--- src/rtl/xyolo_ctrl_pkg.sv ---
// -----------------------------------------------------------------------------
// xyolo_ctrl_pkg
// Shared definitions for the xyolo load-control sequencer: FSM state encoding,
// default pipeline latency / maxpool window, and the tag carried down the
// result delay line. Also imported by the datapath testbench.
// -----------------------------------------------------------------------------
package xyolo_ctrl_pkg;

   typedef enum logic [1:0] {
      ST_IDLE  = 2'd0,
      ST_ISSUE = 2'd1,
      ST_DRAIN = 2'd2,
      ST_FIN   = 2'd3
   } state_e;

   localparam int LAT_DEF    = 7;
   localparam int MP_WIN_DEF = 4;

   // last : operand completes an output (ld_res when it emerges)
   // fin  : that output is the final one of the job (closes a partial window)
   typedef struct packed {
      logic last;
      logic fin;
   } tag_t;

endpackage

--- src/rtl/xyolo_ctrl_dly.sv ---
// -----------------------------------------------------------------------------
// xyolo_ctrl_dly
// DEPTH-stage shift register carrying the {last, fin} tag from operand issue to
// the cycle its result reaches the datapath result register.
// Ports:
//   clk, rst  clock, asynchronous active-low clear
//   d         tag presented in the issue cycle
//   q         tag emerging DEPTH cycles later
//   empty     no tag in flight in any stage
// -----------------------------------------------------------------------------
module xyolo_ctrl_dly
   import xyolo_ctrl_pkg::*;
#(
   parameter int DEPTH = LAT_DEF
) (
   input  logic clk,
   input  logic rst,
   input  tag_t d,
   output tag_t q,
   output logic empty
);

   tag_t [DEPTH-1:0] pipe_q, pipe_d;

   always_comb begin
      pipe_d    = pipe_q;
      pipe_d[0] = d;
      for (int i = 1; i < DEPTH; i++) pipe_d[i] = pipe_q[i-1];
   end

   always_ff @(posedge clk or negedge rst) begin
      if (!rst) pipe_q <= '0;
      else      pipe_q <= pipe_d;
   end

   assign q     = pipe_q[DEPTH-1];
   assign empty = (pipe_q == '0);

endmodule

--- src/rtl/xyolo_ctrl.sv ---
// -----------------------------------------------------------------------------
// xyolo_ctrl
// Load-control sequencer for the xyolo datapath. Issues operand fetches and
// produces ld_acc / ld_mp / ld_res / ld_nmac aligned to the datapath pipeline
// for convolution, convolution+maxpool and bypass layers.
// Ports:
//   clk, rst                        clock, asynchronous active-low reset
//   run                             start pulse (sampled in IDLE only)
//   ker_size, n_out, maxpool, bypass layer config, latched on run accept
//   rd_en                           operand fetch strobe
//   ld_acc, ld_mp, ld_res, ld_nmac  datapath load controls
//   out_valid                       flow_out holds a final word
//   busy, done                      job status / one-cycle completion pulse
// -----------------------------------------------------------------------------
module xyolo_ctrl
   import xyolo_ctrl_pkg::*;
#(
   parameter int  N_MACS   = 1,
   parameter int  LAT      = LAT_DEF,
   parameter int  ACC_DLY  = 0,
   parameter int  MP_WIN   = MP_WIN_DEF,
   parameter int  CNT_W    = 16,
   localparam int N_MACS_W = ($clog2(N_MACS) == 0) ? 1 : $clog2(N_MACS)
) (
   input  logic                clk,
   input  logic                rst,
   input  logic                run,
   input  logic [CNT_W-1:0]    ker_size,
   input  logic [CNT_W-1:0]    n_out,
   input  logic                maxpool,
   input  logic                bypass,
   output logic                rd_en,
   output logic                ld_acc,
   output logic                ld_mp,
   output logic                ld_res,
   output logic [N_MACS_W-1:0] ld_nmac,
   output logic                out_valid,
   output logic                busy,
   output logic                done
);

   localparam int WIN_W = ($clog2(MP_WIN) == 0) ? 1 : $clog2(MP_WIN);

   state_e              state_q, state_d;
   logic [CNT_W-1:0]    ksz_q, ksz_d, nout_q, nout_d;
   logic [CNT_W-1:0]    ker_cnt_q, ker_cnt_d, out_cnt_q, out_cnt_d;
   logic                mp_q, mp_d, byp_q, byp_d;
   logic [N_MACS_W-1:0] lane_q, lane_d, ld_nmac_q, ld_nmac_d;
   logic [WIN_W-1:0]    win_q, win_d;
   logic                rd_en_q, rd_en_d, acc_q, acc_d;
   logic                ov_q, ov_d, busy_q, busy_d, done_q, done_d;
   logic                issue, op_last, out_last, accept, dly_empty;
   tag_t                tag_in, tag_out;

   // Counters describe the operand being issued in the current cycle.
   assign issue    = (state_q == ST_ISSUE);
   assign accept   = (state_q == ST_IDLE) && run;
   assign op_last  = byp_q || (ker_cnt_q == ksz_q - CNT_W'(1));
   assign out_last = (out_cnt_q == nout_q - CNT_W'(1));

   assign tag_in.last = issue && op_last;
   assign tag_in.fin  = issue && op_last && out_last;

   always_comb begin
      state_d   = state_q;
      ksz_d     = ksz_q;
      nout_d    = nout_q;
      mp_d      = mp_q;
      byp_d     = byp_q;
      ker_cnt_d = ker_cnt_q;
      out_cnt_d = out_cnt_q;
      lane_d    = lane_q;
      case (state_q)
         ST_IDLE: begin
            if (run) begin
               ksz_d     = (ker_size == '0) ? CNT_W'(1) : ker_size;
               nout_d    = n_out;
               mp_d      = maxpool;
               byp_d     = bypass;
               ker_cnt_d = '0;
               out_cnt_d = '0;
               lane_d    = '0;
               state_d   = (n_out == '0) ? ST_FIN : ST_ISSUE;
            end
         end
         ST_ISSUE: begin
            if (op_last && out_last) begin
               state_d = ST_DRAIN;
            end else if (byp_q) begin
               out_cnt_d = out_cnt_q + CNT_W'(1);
               lane_d    = (lane_q == N_MACS_W'(N_MACS-1)) ? '0 : lane_q + N_MACS_W'(1);
            end else if (op_last) begin
               ker_cnt_d = '0;
               out_cnt_d = out_cnt_q + CNT_W'(1);
            end else begin
               ker_cnt_d = ker_cnt_q + CNT_W'(1);
            end
         end
         ST_DRAIN: if (dly_empty) state_d = ST_FIN;
         default:  state_d = ST_IDLE;
      endcase

      // Outputs are registered from next-state values so rd_en / ld_acc line
      // up with the operand the counters will describe next cycle.
      rd_en_d   = (state_d == ST_ISSUE) && (!byp_d || lane_d == '0);
      acc_d     = (state_d == ST_ISSUE) && !byp_d && (ker_cnt_d != '0);
      // Lane select trails the issue cycle by one to meet the bypass register.
      ld_nmac_d = (issue && byp_q) ? lane_q : '0;
      busy_d    = (state_d != ST_IDLE);
      done_d    = (state_d == ST_FIN);

      // Maxpool window tracks results as they emerge from the delay line.
      win_d = win_q;
      if (accept) win_d = '0;
      else if (tag_out.last && mp_q)
         win_d = (win_q == WIN_W'(MP_WIN-1)) ? '0 : win_q + WIN_W'(1);
      ov_d = tag_out.last && (!mp_q || (win_q == WIN_W'(MP_WIN-1)) || tag_out.fin);
   end

   always_ff @(posedge clk or negedge rst) begin
      if (!rst) begin
         state_q   <= ST_IDLE;
         ksz_q     <= '0;
         nout_q    <= '0;
         mp_q      <= 1'b0;
         byp_q     <= 1'b0;
         ker_cnt_q <= '0;
         out_cnt_q <= '0;
         lane_q    <= '0;
         ld_nmac_q <= '0;
         win_q     <= '0;
         rd_en_q   <= 1'b0;
         acc_q     <= 1'b0;
         ov_q      <= 1'b0;
         busy_q    <= 1'b0;
         done_q    <= 1'b0;
      end else begin
         state_q   <= state_d;
         ksz_q     <= ksz_d;
         nout_q    <= nout_d;
         mp_q      <= mp_d;
         byp_q     <= byp_d;
         ker_cnt_q <= ker_cnt_d;
         out_cnt_q <= out_cnt_d;
         lane_q    <= lane_d;
         ld_nmac_q <= ld_nmac_d;
         win_q     <= win_d;
         rd_en_q   <= rd_en_d;
         acc_q     <= acc_d;
         ov_q      <= ov_d;
         busy_q    <= busy_d;
         done_q    <= done_d;
      end
   end

   xyolo_ctrl_dly #(.DEPTH(LAT)) u_dly (
      .clk   (clk),
      .rst   (rst),
      .d     (tag_in),
      .q     (tag_out),
      .empty (dly_empty)
   );

   generate
      if (ACC_DLY == 0) begin : g_acc_now
         assign ld_acc = acc_q;
      end else begin : g_acc_dly
         logic [ACC_DLY-1:0] acc_pipe_q, acc_pipe_d;
         always_comb acc_pipe_d = (acc_pipe_q << 1) | ACC_DLY'(acc_q);
         always_ff @(posedge clk or negedge rst) begin
            if (!rst) acc_pipe_q <= '0;
            else      acc_pipe_q <= acc_pipe_d;
         end
         assign ld_acc = acc_pipe_q[ACC_DLY-1];
      end
   endgenerate

   assign rd_en     = rd_en_q;
   assign ld_res    = tag_out.last;
   assign ld_mp     = tag_out.last && mp_q && (win_q != '0);
   assign ld_nmac   = ld_nmac_q;
   assign out_valid = ov_q;
   assign busy      = busy_q;
   assign done      = done_q;

endmodule

--- config.mk ---
export PLATFORM = sky130hd
export DESIGN_NAME = xyolo_ctrl
export DESIGN_NICKNAME = d
export VERILOG_FILES = /design/src/rtl/xyolo_ctrl_pkg.sv /design/src/rtl/xyolo_ctrl_dly.sv /design/src/rtl/xyolo_ctrl.sv
export SDC_FILE = /design/constraint.sdc
export NUM_CORES = 1
export LEC_CHECK = 0
export ABC_AREA = 1
export CAP_MARGIN = 5
export CORE_AREA = 2 2 101 103
export DETAILED_ROUTE_END_ITERATION = 16
export DIE_AREA = 0 0 103 105
export GPL_ROUTABILITY_DRIVEN = 1
export PLACE_DENSITY = 0.89
export SETUP_SLACK_MARGIN = 0.5
export SYNTH_ARGS = -nofsm -noshare
export SYNTH_HDL_FRONTEND = slang
export SYNTH_SLANG_ARGS = --single-unit
--- constraint.sdc ---
create_clock -name clk -period 3.2 [get_ports clk]
set_clock_uncertainty 0.2 [all_clocks]
set_input_delay 0.32 -clock clk [delete_from_list [all_inputs] [get_ports clk]]
set_output_delay 0.32 -clock clk [all_outputs]
set_load 0.005 [all_outputs]
==> results_tabular.tex <==
\begin{tabular}{lr}
\hline
Metric & Value \\
\hline
\multicolumn{2}{l}{\textbf{Worst setup path}} \\
\quad Startpoint Class & flip-flop \\
\quad Crit path max-delay family & simple AND/OR/NAND/NOR gates \\
\quad Worst path bufs/invs & 1 \\
\quad Critical-path maximum fanout & 10 \\
\quad Required arrival time at the worst endpoint & 3260 ps \\
\quad Cell at the slowest stage of the critical path & dfrtp\_1 \\
\quad Crit path capture type & flip-flop \\
\quad Worst endpoint data arrival time & 2940 ps \\
\quad Cells along the critical path & nor2\_1 > nand2\_1 > nor2\_1 > nand2\_1 > nand2\_1 > nand4\_1 > nor2\_2 > nand3\_2 > inv\_1 > nor2\_2 > nand3b\_1 > nand2\_2 > nor2\_1 > nand2\_1 > nor2\_1 > a21oi\_2 \\
\quad Largest stage delay, worst path & 440 ps \\
\quad Category of the critical setup timing path & flip-flop to flip-flop \\
\multicolumn{2}{l}{\textbf{Detailed routing}} \\
\quad First DRT Iteration DRCs & 547 \\
\quad Number of vias in the routed layout & 5,509 \\
\quad Post-detailed-route via-to-cell ratio & 5.53 \\
\quad Routed length per placed instance & 14.9 um \\
\quad Post-detailed-route count of antenna-violating nets & 0 \\
\quad DRC Markers & 0 \\
\quad Total iterations of the first detailed-routing run & 5 \\
\quad Post-detailed-routing wire length & 14,900 um \\
\multicolumn{2}{l}{\textbf{STA}} \\
\quad Relative slew slack & 45.9\% \\
\quad Final setup violating endpoints & 0 \\
\quad Worst hold slack after final layout & 183 ps \\
\quad Final cycle utilization of the critical path & 90.0\% \\
\quad Fin. Hold Viols & 0 \\
\quad Sum of negative setup slack & 0 ps \\
\quad F\_max & 347 MHz \\
\quad Final critical delay including setup and external delays & 2880 ps \\
\quad Max Transition Viols Final & 0 \\
\quad Setup WS post-layout & 320 ps \\
\quad Unrepaired setup endpoints after global routing & yes \\
\quad Worst Tran Pin Value & 812 ps \\
\multicolumn{2}{l}{\textbf{Cells and area}} \\
\quad Number of nets in the final layout & 902 \\
\quad Fraction of layout cells with a size suffix above 1 & 16.1\% \\
\quad Final design instance area without fill & 0.00678 mm2 \\
\quad Area growth from synthesis to layout & 20.6\% \\
\quad Top library cells by usage in the layout, fill and taps aside & nand2\_1 (255), dfrtp\_1 (87), nor2\_1 (84), inv\_1 (81), nand3\_1 (44) \\
\quad Antenna Cells & 0 \\
\quad Most common library cell in the layout ignoring fill and taps & nand2\_1 \\
\multicolumn{2}{l}{\textbf{Die}} \\
\quad Boundary pin count & 45 \\
\quad Core region area & 0.00964 mm2 \\
\quad Overall die area & 0.0108 mm2 \\
\quad Horiz. Die Dim & 103 um \\
\quad Starting Density & 58.3\% \\
\quad Height of the die & 105 um \\
\quad Number of placement rows & 36 \\
\multicolumn{2}{l}{\textbf{Outcome}} \\
\quad Status & completed \\
\multicolumn{2}{l}{\textbf{Placement}} \\
\quad Placement Setup Slack & 260 ps \\
\quad Placed Area & 0.00619 mm2 \\
\quad Final HPWL from detailed placement & 9910 um \\
\quad Routability cong. & 0.908 \\
\quad Port Buffer Count & 44 \\
\multicolumn{2}{l}{\textbf{Clock tree}} \\
\quad CTS tree & yes \\
\quad Later-pin clock latency in the skew report & 380 ps \\
\quad CTS max path bufs & 2 \\
\quad Root buffer cell & clkbuf\_8 \\
\quad H-Tree Level Count & 3 \\
\quad Count of clock tree sinks & 91 \\
\quad Clock transition at path regs & 90 ps \\
\quad Clock buffer count from CTS & 9 \\
\multicolumn{2}{l}{\textbf{Synthesis}} \\
\quad Leading cell types by total area after synthesis & dfrtp\_1 (40\%), nand2\_1 (18\%), nor2\_1 (6.4\%), inv\_1 (5.7\%), nand3\_1 (4.4\%) \\
\quad Post-Syn Area per Cell & 7.07 um2 \\
\quad Synth cell types & 46 \\
\quad Portion of the post-synthesis area used by sequential elements & 40.5\% \\
\quad Synth Area in Compound Gates & 5.65\% \\
\quad Proportion of netlist area held by the largest area contributor & 40.5\% \\
\quad Number of flops mapped to enable cells by yosys & 0 \\
\quad Count of state elements after synthesis & 91 \\
\quad Xor and xnor area share after synthesis & 4.52\% \\
\quad Most common flop cell mapped by yosys & dfrtp\_1 \\
\quad Area share of and/or/nand/nor cells after synthesis & 40.7\% \\
\quad Adder-cell share of the synthesized area & 1.34\% \\
\quad Synth async-reset ratio & 100\% \\
\quad Main combinational cell family by area after synthesis & simple AND/OR/NAND/NOR gates \\
\quad Number of warnings issued by yosys & 0 \\
\quad Number of nets in the synthesized netlist & 838 \\
\quad Synth Instances & 795 \\
\quad Area of the mapped netlist & 0.00562 mm2 \\
\quad Mux share of post-synthesis cell area & 0\% \\
\quad Cell taking the most area after synthesis & dfrtp\_1 \\
\multicolumn{2}{l}{\textbf{Hold path}} \\
\quad Worst Hold Class & flip-flop to flip-flop \\
\multicolumn{2}{l}{\textbf{Global route}} \\
\quad First-pass GRT wire length & 23,800 um \\
\quad Number of global-route vias before repair & 5,086 \\
\quad Antenna violations before repair & 0 \\
\quad Pin count of the biggest net entering global routing & 64 \\
\quad Global-route usage over all layers & 28.0\% \\
\quad Overflow after GRT & 0 \\
\multicolumn{2}{l}{\textbf{Power}} \\
\quad Power Density & 300 mW/mm2 \\
\quad Static leakage power & 3.35 nW \\
\quad Peak supply drop & 0.204 mV \\
\multicolumn{2}{l}{\textbf{Flow run}} \\
\quad Max-capacitance violation count & 0 \\
\hline
\end{tabular}
==> Yosys cell counts, types with 2 or more instances <==
cell / count
buf_1: 2
nand2_1: 264
nand3_2: 3
xnor2_1: 11
buf_2: 2
nand2_2: 15
xor2_1: 18
nor3_2: 2
inv_2: 4
nor3_1: 12
nor4_1: 13
dfrtp_1: 91
nand2_4: 2
nand3_1: 49
nand4_1: 13
a21oi_1: 15
nor2_4: 3
o21ai_0: 28
nor2_2: 21
nand3b_1: 8
o21ai_1: 3
nor3b_1: 2
nor2_1: 96
inv_1: 86
ha_1: 6
clkbuf_1: 6
==> what timing repair did <==
action | in CTS | in global routing
endpoints found under the hold margin | 61 | 0
resized for setup | 38 | 39
cloned | 1 | 0
buffers inserted | 11 | 4
pin swaps | 17 | 17
setup endpoints to repair | 17 | 23
hold buffers | 1 | 0
==> worst register-to-register path: cells and delay by family (launching register included) <==
family                 cells  cell delay (ps)
AO/OA/AOI/OAI              1               90
flip-flops                 1              440
buffers and inverters      1              110
AND/OR/NAND/NOR           14             1930
==> area by class of cell <==
cell class              count  area [um2]
multi-input cells         602        3180
fillers                   788        2860
clock buffers              10         128
flip-flops and latches     91        2280
well taps                 133         166
inverters                  91         347
repair buffers             64         606
clock inverters             6        73.8
==> state kept, by name, summed over array words and instances, names as in the netlist <==
signal and cells:
busy 1, byp_q 1, done 1, ker_cnt_q 16, ksz_q 16, lane_q 1
ld_acc 1, ld_nmac 1, mp_q 1, nout_q 16, out_cnt_q 16, out_valid 1
rd_en 1, state_q 2, u_dly.pipe_d 12, u_dly.q 2, win_q 2
==> final timing paths <==
kind                                      startpoint  slack, ps                         to  cells after the start
max                             ksz_q[8]$_DFFE_PN0P_        320           ld_acc$_DFF_PN0_                     16
min                        u_dly.pipe_d[5]$_DFF_PN0_        180  u_dly.pipe_d[7]$_DFF_PN0_                      0
max reg2reg                     ksz_q[8]$_DFFE_PN0P_        320           ld_acc$_DFF_PN0_                     16
min reg2reg                u_dly.pipe_d[5]$_DFF_PN0_        180  u_dly.pipe_d[7]$_DFF_PN0_                      0
max in group asynchronous                        rst       1720       ksz_q[0]$_DFFE_PN0P_                      3
min in group asynchronous                        rst        370     nout_q[11]$_DFFE_PN0P_                      2
==> power by group <==
group	switching [mW]	total [mW]	internal (mW)	leakage, nW
sequential	0	1.15	1.15	1.05
combinational	0.0371	0.0792	0.0421	2.20
clock	0.434	0.803	0.369	0.101
total	0.471	2.03	1.56	3.35
==> per-layer routing <==
layer	wire length, um	track usage [%]
met1	6460	41.0
met2	6720	41.1
met3	1170	4.35
met4	513	11.9
met5	0	0
==> metrics by stage <==
| stage | utilization, % | instances | total power, mW |
|---|---|---|---|
| finish | 70.3 | 997 | 2.03 |
| global route | 70.3 | 997 | 2.10 |
| CTS | 68.7 | 993 | 2.03 |
| detailed placement | 64.2 | 964 | 1.25 |
| global placement | 64.2 | 964 | 1.25 |
| floorplan | - | 795 | 1.18 |
==> logic make-up after synthesis <==
| group | count (synthesis) |
|---|---|
| AO/OA/AOI/OAI | 57 |
| XOR/XNOR | 29 |
| adder cells (fa/ha/maj) | 6 |
| buffers and inverters | 103 |
| flip-flops | 91 |
| AND/OR/NAND/NOR | 509 |
Power figures use the tool's default switching activity.
